--- src/rtl/param_alu.sv ---
`default_nettype none
// ============================================================================
//  Module   : param_alu
//  Purpose  : Parametrised WIDTH-bit ALU with a 2*WIDTH-bit registered
//             result. Supports add, and, xor, sub (all single cycle) and an
//             unsigned multiply with a configurable latency. Operands and
//             opcode are latched on accept, so the inputs may change freely
//             while the operation executes.
//  Revision : 1.0 - initial release
// ----------------------------------------------------------------------------
//  Parameters
//    WIDTH        operand width in bits (2..32)
//    MUL_LATENCY  cycles from multiply accept to done (1..16)
//  Ports
//    clk       in   rising-edge clock
//    reset_n   in   synchronous active-low reset
//    start     in   operation request, sampled on the rising edge
//    op        in   3-bit opcode (000 nop, 001 add, 010 and, 011 xor,
//                   100 mul, 101 sub, 110/111 illegal)
//    A, B      in   WIDTH-bit unsigned operands
//    result    out  2*WIDTH-bit registered result
//    done      out  one-cycle completion pulse
//    busy      out  high while an accepted operation executes
//    err       out  one-cycle illegal-opcode pulse (PARAM_ALU_ERR_EN only)
//  Build option
//    PARAM_ALU_ERR_EN  when defined, adds the err port; otherwise illegal
//                      opcodes are ignored exactly like no_op.
// ============================================================================
module param_alu #(
  parameter int WIDTH       = 8,
  parameter int MUL_LATENCY = 3
) (
  input  logic                 clk,
  input  logic                 reset_n,
  input  logic                 start,
  input  logic [2:0]           op,
  input  logic [WIDTH-1:0]     A,
  input  logic [WIDTH-1:0]     B,
  output logic [2*WIDTH-1:0]   result,
  output logic                 done,
  output logic                 busy
`ifdef PARAM_ALU_ERR_EN
  ,
  output logic                 err
`endif
);

  // --------------------------------------------------------------------------
  // Constants
  // --------------------------------------------------------------------------
  localparam logic [2:0] c_OP_NOP = 3'b000;
  localparam logic [2:0] c_OP_ADD = 3'b001;
  localparam logic [2:0] c_OP_AND = 3'b010;
  localparam logic [2:0] c_OP_XOR = 3'b011;
  localparam logic [2:0] c_OP_MUL = 3'b100;
  localparam logic [2:0] c_OP_SUB = 3'b101;

  localparam logic [1:0] c_ST_IDLE = 2'd0;
  localparam logic [1:0] c_ST_EXEC = 2'd1;
  localparam logic [1:0] c_ST_DONE = 2'd2;

  // Counter holds (latency - 1); MUL_LATENCY=1 degenerates to a 1-bit counter
  // that is always loaded with zero.
  localparam int CNT_W = (MUL_LATENCY > 1) ? $clog2(MUL_LATENCY) : 1;
  localparam logic [CNT_W-1:0] c_MUL_CNT = CNT_W'(MUL_LATENCY - 1);
  localparam logic [CNT_W-1:0] c_CNT_ONE = CNT_W'(1);

  localparam int RW = 2 * WIDTH;

  // --------------------------------------------------------------------------
  // State and datapath registers
  // --------------------------------------------------------------------------
  logic [1:0]       state_q,  state_d;
  logic [CNT_W-1:0] cnt_q,    cnt_d;
  logic [WIDTH-1:0] a_q,      a_d;
  logic [WIDTH-1:0] b_q,      b_d;
  logic [2:0]       op_q,     op_d;
  logic [RW-1:0]    result_q, result_d;

  logic             w_legal_op;
  logic             w_accept;
  logic             w_not_exec;
  logic [RW-1:0]    w_a_ext;
  logic [RW-1:0]    w_b_ext;
  logic [RW-1:0]    w_alu;

  // Only the five real operations may be accepted; no_op and 110/111 never
  // enter EXEC and therefore never produce done.
  always_comb begin
    w_legal_op = 1'b0;
    case (op)
      c_OP_ADD, c_OP_AND, c_OP_XOR, c_OP_MUL, c_OP_SUB: w_legal_op = 1'b1;
      default:                                          w_legal_op = 1'b0;
    endcase
  end

  // IDLE and DONE both have busy low, so a request arriving in the DONE
  // cycle is accepted and back-to-back single-cycle ops run every 2 cycles.
  assign w_not_exec = (state_q != c_ST_EXEC);
  assign w_accept   = start & w_not_exec & w_legal_op;

  // --------------------------------------------------------------------------
  // Arithmetic on the latched operands. Zero-extending both operands to
  // 2*WIDTH before subtracting gives the sign-extended difference modulo
  // 2^(2*WIDTH), and the truncated 2*WIDTH product is the full W x W product.
  // --------------------------------------------------------------------------
  assign w_a_ext = {{WIDTH{1'b0}}, a_q};
  assign w_b_ext = {{WIDTH{1'b0}}, b_q};

  always_comb begin
    w_alu = '0;
    case (op_q)
      c_OP_ADD: w_alu = w_a_ext + w_b_ext;
      c_OP_AND: w_alu = w_a_ext & w_b_ext;
      c_OP_XOR: w_alu = w_a_ext ^ w_b_ext;
      c_OP_SUB: w_alu = w_a_ext - w_b_ext;
      c_OP_MUL: w_alu = w_a_ext * w_b_ext;
      c_OP_NOP: w_alu = '0;
      default:  w_alu = '0;
    endcase
  end

  // --------------------------------------------------------------------------
  // Process 1: state register (also holds the datapath registers)
  // --------------------------------------------------------------------------
  always_ff @(posedge clk) begin
    if (!reset_n) begin
      state_q  <= c_ST_IDLE;
      cnt_q    <= '0;
      a_q      <= '0;
      b_q      <= '0;
      op_q     <= c_OP_NOP;
      result_q <= '0;
    end else begin
      state_q  <= state_d;
      cnt_q    <= cnt_d;
      a_q      <= a_d;
      b_q      <= b_d;
      op_q     <= op_d;
      result_q <= result_d;
    end
  end

  // --------------------------------------------------------------------------
  // Process 2: next-state logic
  // --------------------------------------------------------------------------
  always_comb begin
    state_d  = state_q;
    cnt_d    = cnt_q;
    a_d      = a_q;
    b_d      = b_q;
    op_d     = op_q;
    result_d = result_q;

    case (state_q)
      c_ST_IDLE, c_ST_DONE: begin
        if (w_accept) begin
          state_d = c_ST_EXEC;
          a_d     = A;
          b_d     = B;
          op_d    = op;
          cnt_d   = (op == c_OP_MUL) ? c_MUL_CNT : '0;
        end else begin
          state_d = c_ST_IDLE;
        end
      end

      c_ST_EXEC: begin
        // The result is captured on the same edge that enters DONE, so
        // result and done become visible together.
        if (cnt_q == '0) begin
          state_d  = c_ST_DONE;
          result_d = w_alu;
        end else begin
          cnt_d = cnt_q - c_CNT_ONE;
        end
      end

      default: begin
        state_d = c_ST_IDLE;
        cnt_d   = '0;
      end
    endcase
  end

  // --------------------------------------------------------------------------
  // Process 3: outputs decoded from the registered state
  // --------------------------------------------------------------------------
  always_comb begin
    done = (state_q == c_ST_DONE);
    busy = (state_q == c_ST_EXEC);
  end

  assign result = result_q;

`ifdef PARAM_ALU_ERR_EN
  // --------------------------------------------------------------------------
  // Illegal-opcode flag: a request with op 110/111 while not busy pulses err
  // for one cycle and leaves the FSM and result untouched.
  // --------------------------------------------------------------------------
  logic err_q, err_d;

  assign err_d = start & w_not_exec & (op[2:1] == 2'b11);

  always_ff @(posedge clk) begin
    if (!reset_n) begin
      err_q <= 1'b0;
    end else begin
      err_q <= err_d;
    end
  end

  assign err = err_q;
`endif

endmodule
`default_nettype wire

--- config.mk ---
export PLATFORM = sky130hd
export DESIGN_NAME = param_alu
export DESIGN_NICKNAME = d
export VERILOG_FILES = /design/src/rtl/param_alu.sv
export SDC_FILE = /design/constraint.sdc
export NUM_CORES = 1
export LEC_CHECK = 0
export CAP_MARGIN = 15
export CORE_MARGIN = 8
export CORE_UTILIZATION = 60
export DETAILED_ROUTE_END_ITERATION = 6
export PLACE_DENSITY_LB_ADDON = 0.1
export SYNTH_ARGS = -nofsm -noshare
export SYNTH_HDL_FRONTEND = slang
export SYNTH_SLANG_ARGS = --single-unit
--- constraint.sdc ---
create_clock -name clk -period 5.9 [get_ports clk]
set_input_delay 0.885 -clock clk [delete_from_list [all_inputs] [get_ports clk]]
set_output_delay 0.885 -clock clk [all_outputs]
set_load 0.01 [all_outputs]
# After elaboration in Yosys (flattened, before gate mapping)
# Index checks and enable logic that the tools add are counted.
# op_classes
n_eq_ne,16
mul,1
n_bitwise,4
reduce_logical,7
addsub,3
n_mux,9
# op_table
cell,count
16-bit one-hot mux with 5 select lines,1
8-bit by 8-bit multiplier with 16-bit output,1
3-bit by 2-bit == test with 1-bit output (second input constant),4
3-bit == test (second input constant),4
8-bit by 8-bit adder with 9-bit output,1
8-bit by 8-bit subtractor with 9-bit output,1
8-bit AND,1
2-bit 2-to-1 mux,4
2-bit one-hot mux with 2 select lines,2
8-bit XOR,1
3-bit by 1-bit == test with 1-bit output (second input constant),2
2-bit AND reduction,3
5-bit OR reduction,1
2-bit zero test,2
2-bit by 1-bit != test with 1-bit output (second input constant),2
2-bit != test (second input constant),2
1-bit AND,2
2-bit by 1-bit == test with 1-bit output (second input constant),1
2-bit == test (second input constant),1
1-bit 2-to-1 mux,2
2-bit OR reduction,1
2-bit by 1-bit subtractor with 2-bit output (second input constant),1
# word_totals
output_inout_bits,18
regBits,39
inputBits,22
word_cells,46

# Logic depth before layout (Yosys ltp)
# Gate-level depths: netlist of run 1.
# depth
word_depth,6
depth_mapped,17
depth_no_buf,17

# Worst setup path before layout of run 1
# OpenSTA, ideal clock, no wires.
# synth_path
path_type,register to register
start,register b_q[7]
end,register result_q[14] (netlist: result[14])
t_arrival_ns,4.080
stages_incl_launch_ff,14
required_time_ns,5.836
slack_ns,1.756
cell_sequence,dfxtp_1 > and2_1 > fa_1 > fa_1 > fa_1 > inv_1 > fa_1 > inv_1 > ha_1 > a21o_1 > a31oi_4 > o21ai_2 > or4_1 > nand4_1
# synth_between
elab_chain_cells,2
# synth_rtl
item,line_no,rtl
from (decl),76,"logic [WIDTH-1:0] b_q, b_d;"
from (signal assigned),131,b_q <= '0;
from (signal assigned),138,b_q <= b_d;
8-bit by 8-bit multiplier with 16-bit output / 8-bit by 8-bit subtractor with 9-bit output (equally long branches),"117, 116",
16-bit one-hot mux with 5 select lines *,112,case (op_q)
to (signal assigned),140,result_q <= result_d;
to (decl),78,"logic [RW-1:0] result_q, result_d;"
# Mark *: on every way between the ends. The rest lies on a longest branch, timed or not.
# A chain may end at the register's enable or synchronous reset.

# Final worst setup path of run 1
# layout_path
start,register a_q[1]
end,register result_q[15] (netlist: result[15])
# layout_between
elab_chain_cells,2
# layout_rtl
item,line_no,rtl
from (decl),75,"logic [WIDTH-1:0] a_q, a_d;"
from (signal assigned),130,a_q <= '0;
from (signal assigned),137,a_q <= a_d;
8-bit by 8-bit multiplier with 16-bit output / 8-bit by 8-bit subtractor with 9-bit output (equally long branches),"117, 116",
16-bit one-hot mux with 5 select lines *,112,
# Marked as above.

==> flow_summary.json, run 1 <==
{
  "postSynthNetCount": 636,
  "min_path_type": "reg -> reg",
  "vias_per_cell": 5.895,
  "clkPwrFrac": 0.269,
  "r2r-start": "a_q[1]",
  "die_w_um": 102.6,
  "synth_cells": 523,
  "die_y_um": 102.6,
  "ant_nets": 0,
  "synth_top_family_by_area": "adder cells",
  "fp.dieArea_um2": 10520,
  "final_layout_size_suffix_gt1_frac": 0.05036,
  "syn_area_um2": 4496,
  "area_growth_pct": 11.97,
  "synthSimpleGateAreaFrac": 0.1895,
  "startpoint_type": "flip-flop",
  "slew_violations": 0,
  "period_needed_ns": 4.583,
  "layout_common_cells": "inv_1, ha_1, nor2_1",
  "yosys.area_share.xor_xnor": 0.02533,
  "synthMuxAreaShare": 0.04453,
  "critPathMaxFanout": 12,
  "gp_congestion": 0.8847,
  "yosys_warnings": 0,
  "synth_compound_area_frac": 0.1745,
  "antenna_found_initial": 0,
  "postLayoutCoreUtil": 0.6940,
  "clock.fmax_ghz": 0.2182,
  "postCtsSetupBuffers": 0,
  "p_per_area_nw_per_um2": 133.3,
  "finalSetupViolCount": 0,
  "seqPwrFrac": 0.451,
  "fillerInstances": 610,
  "intPower_w": 0.0004370,
  "synthTopCellsByArea": "dfxtp_1, fa_1, ha_1",
  "clockBufferDepth": 2,
  "clkTransAtPathRegs_ns": 0.08,
  "p_sw_w": 0.0002339,
  "hp-start": "result[4]",
  "portBuffers": 39,
  "place_inst": 647,
  "finalCritPeriodShare": 0.7768,
  "status": "finished, final reports clean",
  "fin_cells": 655,
  "cpLargestDelayFamily": "adder cells",
  "synthArstFlopShare": 0,
  "p_sw_frac": 0.3486,
  "fp.coreArea_um2": 7253,
  "ys_seq_area_frac": 0.1737,
  "crit_slowest_cell": "dfxtp_1",
  "final_nets": 668,
  "start_util": 0.6198,
  "cp.buffers_inverters": 3,
  "num_antenna_cells": 0,
  "r2r_cells": 14,
  "cp.depth": 14,
  "cp.arrival_ns": 4.72,
  "layout_commonest_cell": "inv_1",
  "drt_iter0_drc": 243,
  "clock-root-buffer": "clkbuf_8",
  "crit_path_end": "result[15]",
  "worst_pin_slew_ns": 1.023,
  "final-hold-violation-count": 0,
  "grt-ovfl-total": 0,
  "cts_max_level": 2,
  "grt_max_degree": 32,
  "cts_buffers": 5,
  "synth_edf_count": 0,
  "globalRouteTotalUtil": 0.2315,
  "placed_area_um2": 4949,
  "startpoint": "a_q[1]",
  "grt_pass1_vias": 4029,
  "worstPathRequired_ns": 6.04,
  "synth_area_per_cell_um2": 8.596,
  "insertion_delay_ns": 0.30,
  "synth_area_leader_cell": "dfxtp_1",
  "drt_drc_violations_left": 0,
  "critPathKind": "reg -> reg",
  "vias": 3861,
  "r2r-end": "result[15]",
  "synth_ff_type": "dfxtp_1",
  "combPwrFrac": 0.280,
  "crit_path_end_kind": "flip-flop",
  "ir_worst_vdd_uv": 104.8,
  "cpPeakStageDelay_ns": 0.63,
  "pre_cts_slack_ns": 1.330,
  "crit_chain": "nand2_1 > fa_1 > fa_1 > inv_1 > fa_1 > inv_1 > fa_1 > inv_1 > ha_1 > a21boi_0 > o2111ai_1 > o21bai_1 > xnor2_1 > o22ai_1",
  "synth_adder_area_share": 0.3167,
  "setup_slack_ns": 1.317,
  "clock_skew_ns": 0.01187,
  "io_pins": 40,
  "cap_violations": 0,
  "max_slew_margin": 0.3172,
  "path_common_cell": "fa_1",
  "grt_pass1_wl_mm": 19.23,
  "wl_per_cell_um": 17.32,
  "yosysTopAreaCellShare": 0.1737,
  "place_hpwl_mm": 9.009,
  "cts.sink_count": 39,
  "fin_area_um2": 5034,
  "cts_tree": "done",
  "num_rows": 31,
  "cts_hold_buf": 0,
  "wl_mm": 11.35,
  "drt_first_pass_iters": 5,
  "cts.repair.resized": 0,
  "synth_cell_types": 66,
  "rsz0062_at_grt": "false",
  "totalNegativeSetupSlack_ns": 0,
  "synth_seq_cells": 39,
  "p_leak_nw": 2.305,
  "r2r_slack_ns": 1.32
}
[worst min path at each step]
stage                 to  slack (ns)  cells past startpoint
2_1_floorplan   cnt_q[0]        0.44                      1
3_3_place_gp   result[0]        0.45                      2
3_5_place_dp   result[8]        0.46                      2
4_1_cts        result[8]        0.48                      2
5_1_grt        result[8]        0.51                      2
6_report       result[4]        0.47                      2
[cell usage after synthesis (2+ instances only)]
master     instances
o21bai_1           3
nand2b_1          13
a22oi_1            6
mux2i_1           20
nand2_1           29
a21oi_2            3
nand4_1            5
dfxtp_1           39
a32oi_1            2
ha_1              53
a21oi_1           16
a211oi_1           5
xor2_1             4
o31ai_1            6
nor3_1             5
buf_4              2
o21ai_0           24
clkbuf_1           5
inv_1             70
xnor2_1            9
nand2_2            2
and2b_1            2
fa_1              38
o2111ai_1          2
nor2_1            48
o221ai_1           4
a221o_1            2
o22ai_1            7
buf_2              8
nor2b_1            4
nand3_1            3
o21ai_1            2
o211ai_1           2
and2_1            41
a221oi_1           4
a21o_1             5
[per-stage QoR]
| step | hold slack, ns | total power, W |
|---|---|---|
| 2_1_floorplan | 0.4367 | 0.0004316 |
| 4_1_cts | 0.4777 | 0.0006714 |
| 5_1_grt | 0.5093 | 0.0007068 |
| 6_report | 0.4748 | 0.0006709 |
| 3_3_place_gp | 0.4485 | 0.0004883 |
| 3_5_place_dp | 0.4579 | 0.0004933 |
[sequential cells by signal, indices dropped and copies added, names as in the netlist]
signal / flops
result: 16
a_q: 8
b_q: 8
op_q: 3
cnt_q: 2
state_q: 2
[routing by layer]
layer  up-vias  share of wire  track usage
met5         -              0            0
met4         0          0.035       0.1050
met3        33          0.048      0.03444
met2       110           0.49       0.3936
met1      1884           0.43       0.2824
li1       1834              -            -
[cell families (layout without fill, tap and decap cells)]
group | Yosys count | in the layout
compound gates | 109 | 109
xor+xnor | 13 | 13
fa+ha+maj | 91 | 91
buf+inv | 86 | 119
flops | 39 | 39
mux | 20 | 20
simple gates | 165 | 165
[power by group through the flow]
stage / combinational [W] / clock [W] / sequential, W
6_report: 0.000188 / 0.000181 / 0.000302
5_1_grt: 0.000209 / 0.000193 / 0.000305
4_1_cts: 0.000187 / 0.000183 / 0.000302
3_5_place_dp: 0.000186 / 0 / 0.000308
3_3_place_gp: 0.000181 / 0 / 0.000307
2_1_floorplan: 0.000139 / 0 / 0.000292
[tightest hold or removal path, stage by stage (launching register included)]
cell and delay (ns):
dfxtp_1 0.32, nand2_1 0.05, o31ai_1 0.06
[final cells by class]
class,instances,area (um^2),area share
Multi-Input combinational cell,398,3379,0.6714
Sequential cell,39,780.7,0.1551
Timing Repair Buffer,40,397.9,0.07905
Inverter,71,266.5,0.05295
Tap cell,99,123.9,0.02461
Clock buffer,6,72.57,0.01442
Clock inverter,2,12.51,0.002486
Power figures use the tool's default switching activity.
==> inputs of run 2 (changes only) <==
==> constraint.sdc (replaced) <==
create_clock -name clk -period 4.58 [get_ports clk]
set_input_delay 0.687 -clock clk [delete_from_list [all_inputs] [get_ports clk]]
set_output_delay 0.687 -clock clk [all_outputs]
set_load 0.01 [all_outputs]
==> run 2 against run 1 <==
Effect of this change:
- fmax increased by 4.5%
- clock skew decreased by 0.0060 ns
- worst hold slack got worse by 0.011 ns
- utilization up 1.4 points
- non-clock buffer count increased by 9
- clock power is 65% higher
- count of clock-buffer cells in the layout decreased by 1
- setup slack got worse by 1.1 ns
- global-route usage is 0.28 points higher
- cell count rose by 1.4%
- design area rose by 2.0%
- sequential cell count did not move
==> flow_summary.json, run 2 (synthesis results as in run 1) <==
{
  "status": "finished, final reports clean",
  "layout_common_cells": "inv_1, ha_1, nor2_1",
  "final-hold-violation-count": 0,
  "die_y_um": 102.6,
  "final_layout_size_suffix_gt1_frac": 0.07611,
  "ant_nets": 0,
  "totalNegativeSetupSlack_ns": 0,
  "clockBufferDepth": 2,
  "num_rows": 31,
  "critPathKind": "reg -> reg",
  "grt_pass1_vias": 4060,
  "min_path_type": "reg -> reg",
  "grt_max_degree": 31,
  "area_growth_pct": 14.25,
  "fp.dieArea_um2": 10520,
  "p_per_area_nw_per_um2": 182.4,
  "rsz0062_at_grt": "false",
  "critPathMaxFanout": 9,
  "finalCritPeriodShare": 0.9576,
  "num_antenna_cells": 0,
  "die_w_um": 102.6,
  "r2r_slack_ns": 0.19,
  "start_util": 0.6198,
  "cts_max_level": 2,
  "drt_drc_violations_left": 0,
  "grt_pass1_wl_mm": 19.37,
  "worst_pin_slew_ns": 0.8235,
  "globalRouteTotalUtil": 0.2343,
  "final-seq-area_um2": 785.8,
  "crit_path_end_kind": "flip-flop",
  "fillerInstances": 620,
  "max_slew_margin": 0.4503,
  "final_nets": 677,
  "cts_buffers": 5,
  "clkTransAtPathRegs_ns": 0.08,
  "cts_tree": "done",
  "p_leak_nw": 2.369,
  "period_needed_ns": 4.386,
  "cts_hold_buf": 0,
  "portBuffers": 39,
  "slew_violations": 0,
  "wl_per_cell_um": 17.40,
  "clock-root-buffer": "clkbuf_8",
  "place_hpwl_mm": 9.433,
  "io_pins": 40,
  "wl_mm": 11.55,
  "postCtsSetupBuffers": 0,
  "vias_per_cell": 5.830,
  "multi_input_area_um2": 3382,
  "gp_congestion": 0.9221,
  "insertion_delay_ns": 0.30,
  "cap_violations": 0,
  "startpoint_type": "flip-flop",
  "grt-ovfl-total": 0,
  "vias": 3871,
  "clock_skew_ns": 0.005849,
  "clock.fmax_ghz": 0.2280,
  "drt_first_pass_iters": 4,
  "fp.coreArea_um2": 7253,
  "cp.arrival_ns": 4.63,
  "postLayoutCoreUtil": 0.7081,
  "ir_worst_vdd_uv": 142.3,
  "layout_commonest_cell": "inv_1",
  "cts.sink_count": 39,
  "largest_reg_flops": 16,
  "drt_iter0_drc": 168,
  "worstPathRequired_ns": 4.82,
  "finalSetupViolCount": 0,
  "antenna_found_initial": 0
}
==> run 2: cell type report <==
class,count,area share
Clock buffer,5,0.01340
Clock inverter,3,0.008526
Inverter,71,0.05189
Multi-Input combinational cell,398,0.6585
Sequential cell,39,0.1530
Tap cell,99,0.02412
Timing Repair Buffer,49,0.09062
==> run 2: critical path: stages (launching register included) <==
cell and delay (ns):
dfxtp_1 0.47, and2_1 0.19, fa_1 0.45, fa_1 0.52, fa_1 0.56, inv_1 0.06, fa_1 0.54, inv_1 0.04
ha_1 0.37, a21o_1 0.24, a31oi_4 0.22, o21ai_2 0.10, or4_1 0.47, nand4_1 0.10
==> run 2: final timing paths <==
path         cells past startpoint    endpoint      start
max reg2reg                     13  result[14]     b_q[6]
min reg2reg                      2   result[0]  result[0]
min                              2   result[0]  result[0]
max                             13  result[14]     b_q[6]
==> run 2: metal layers <==
metal	vias up	track usage	wire length, um
met5	-	0	0
met4	0	0.07675	294
met3	25	0.02903	389
met2	96	0.4101	5822
met1	1900	0.2904	5045
li1	1850	-	-
==> run 2: stage by stage <==
step                instance area (um^2)  hold slack [ns]  setup WS [ns]  cells   power, W
floorplan                           4496           0.4367         0.4361    523  0.0005560
global placement                    5016           0.4437         0.2476    656  0.0006348
detailed placement                  5016           0.4492         0.1347    656  0.0006429
CTS                                 5129           0.4606         0.1138    664  0.0009353
global route                        5136           0.4873        0.03987    664  0.0009816
finish                              5136           0.4638         0.1941    664  0.0009367
==> run 2: repair_timing <==
action | CTS | global route
endpoints found under the hold margin | 0 | 0
gates resized for setup | 0 | 5
setup endpoints to repair | 0 | 3
==> run 2: power by group <==
part / internal (W) / leakage [nW] / switching, W
registers: 0.000353 / 0.319 / 0.0000305
clock network: 0.000162 / 0.0581 / 0.000135
logic: 0.000110 / 1.99 / 0.000146
total: 0.000625 / 2.37 / 0.000312
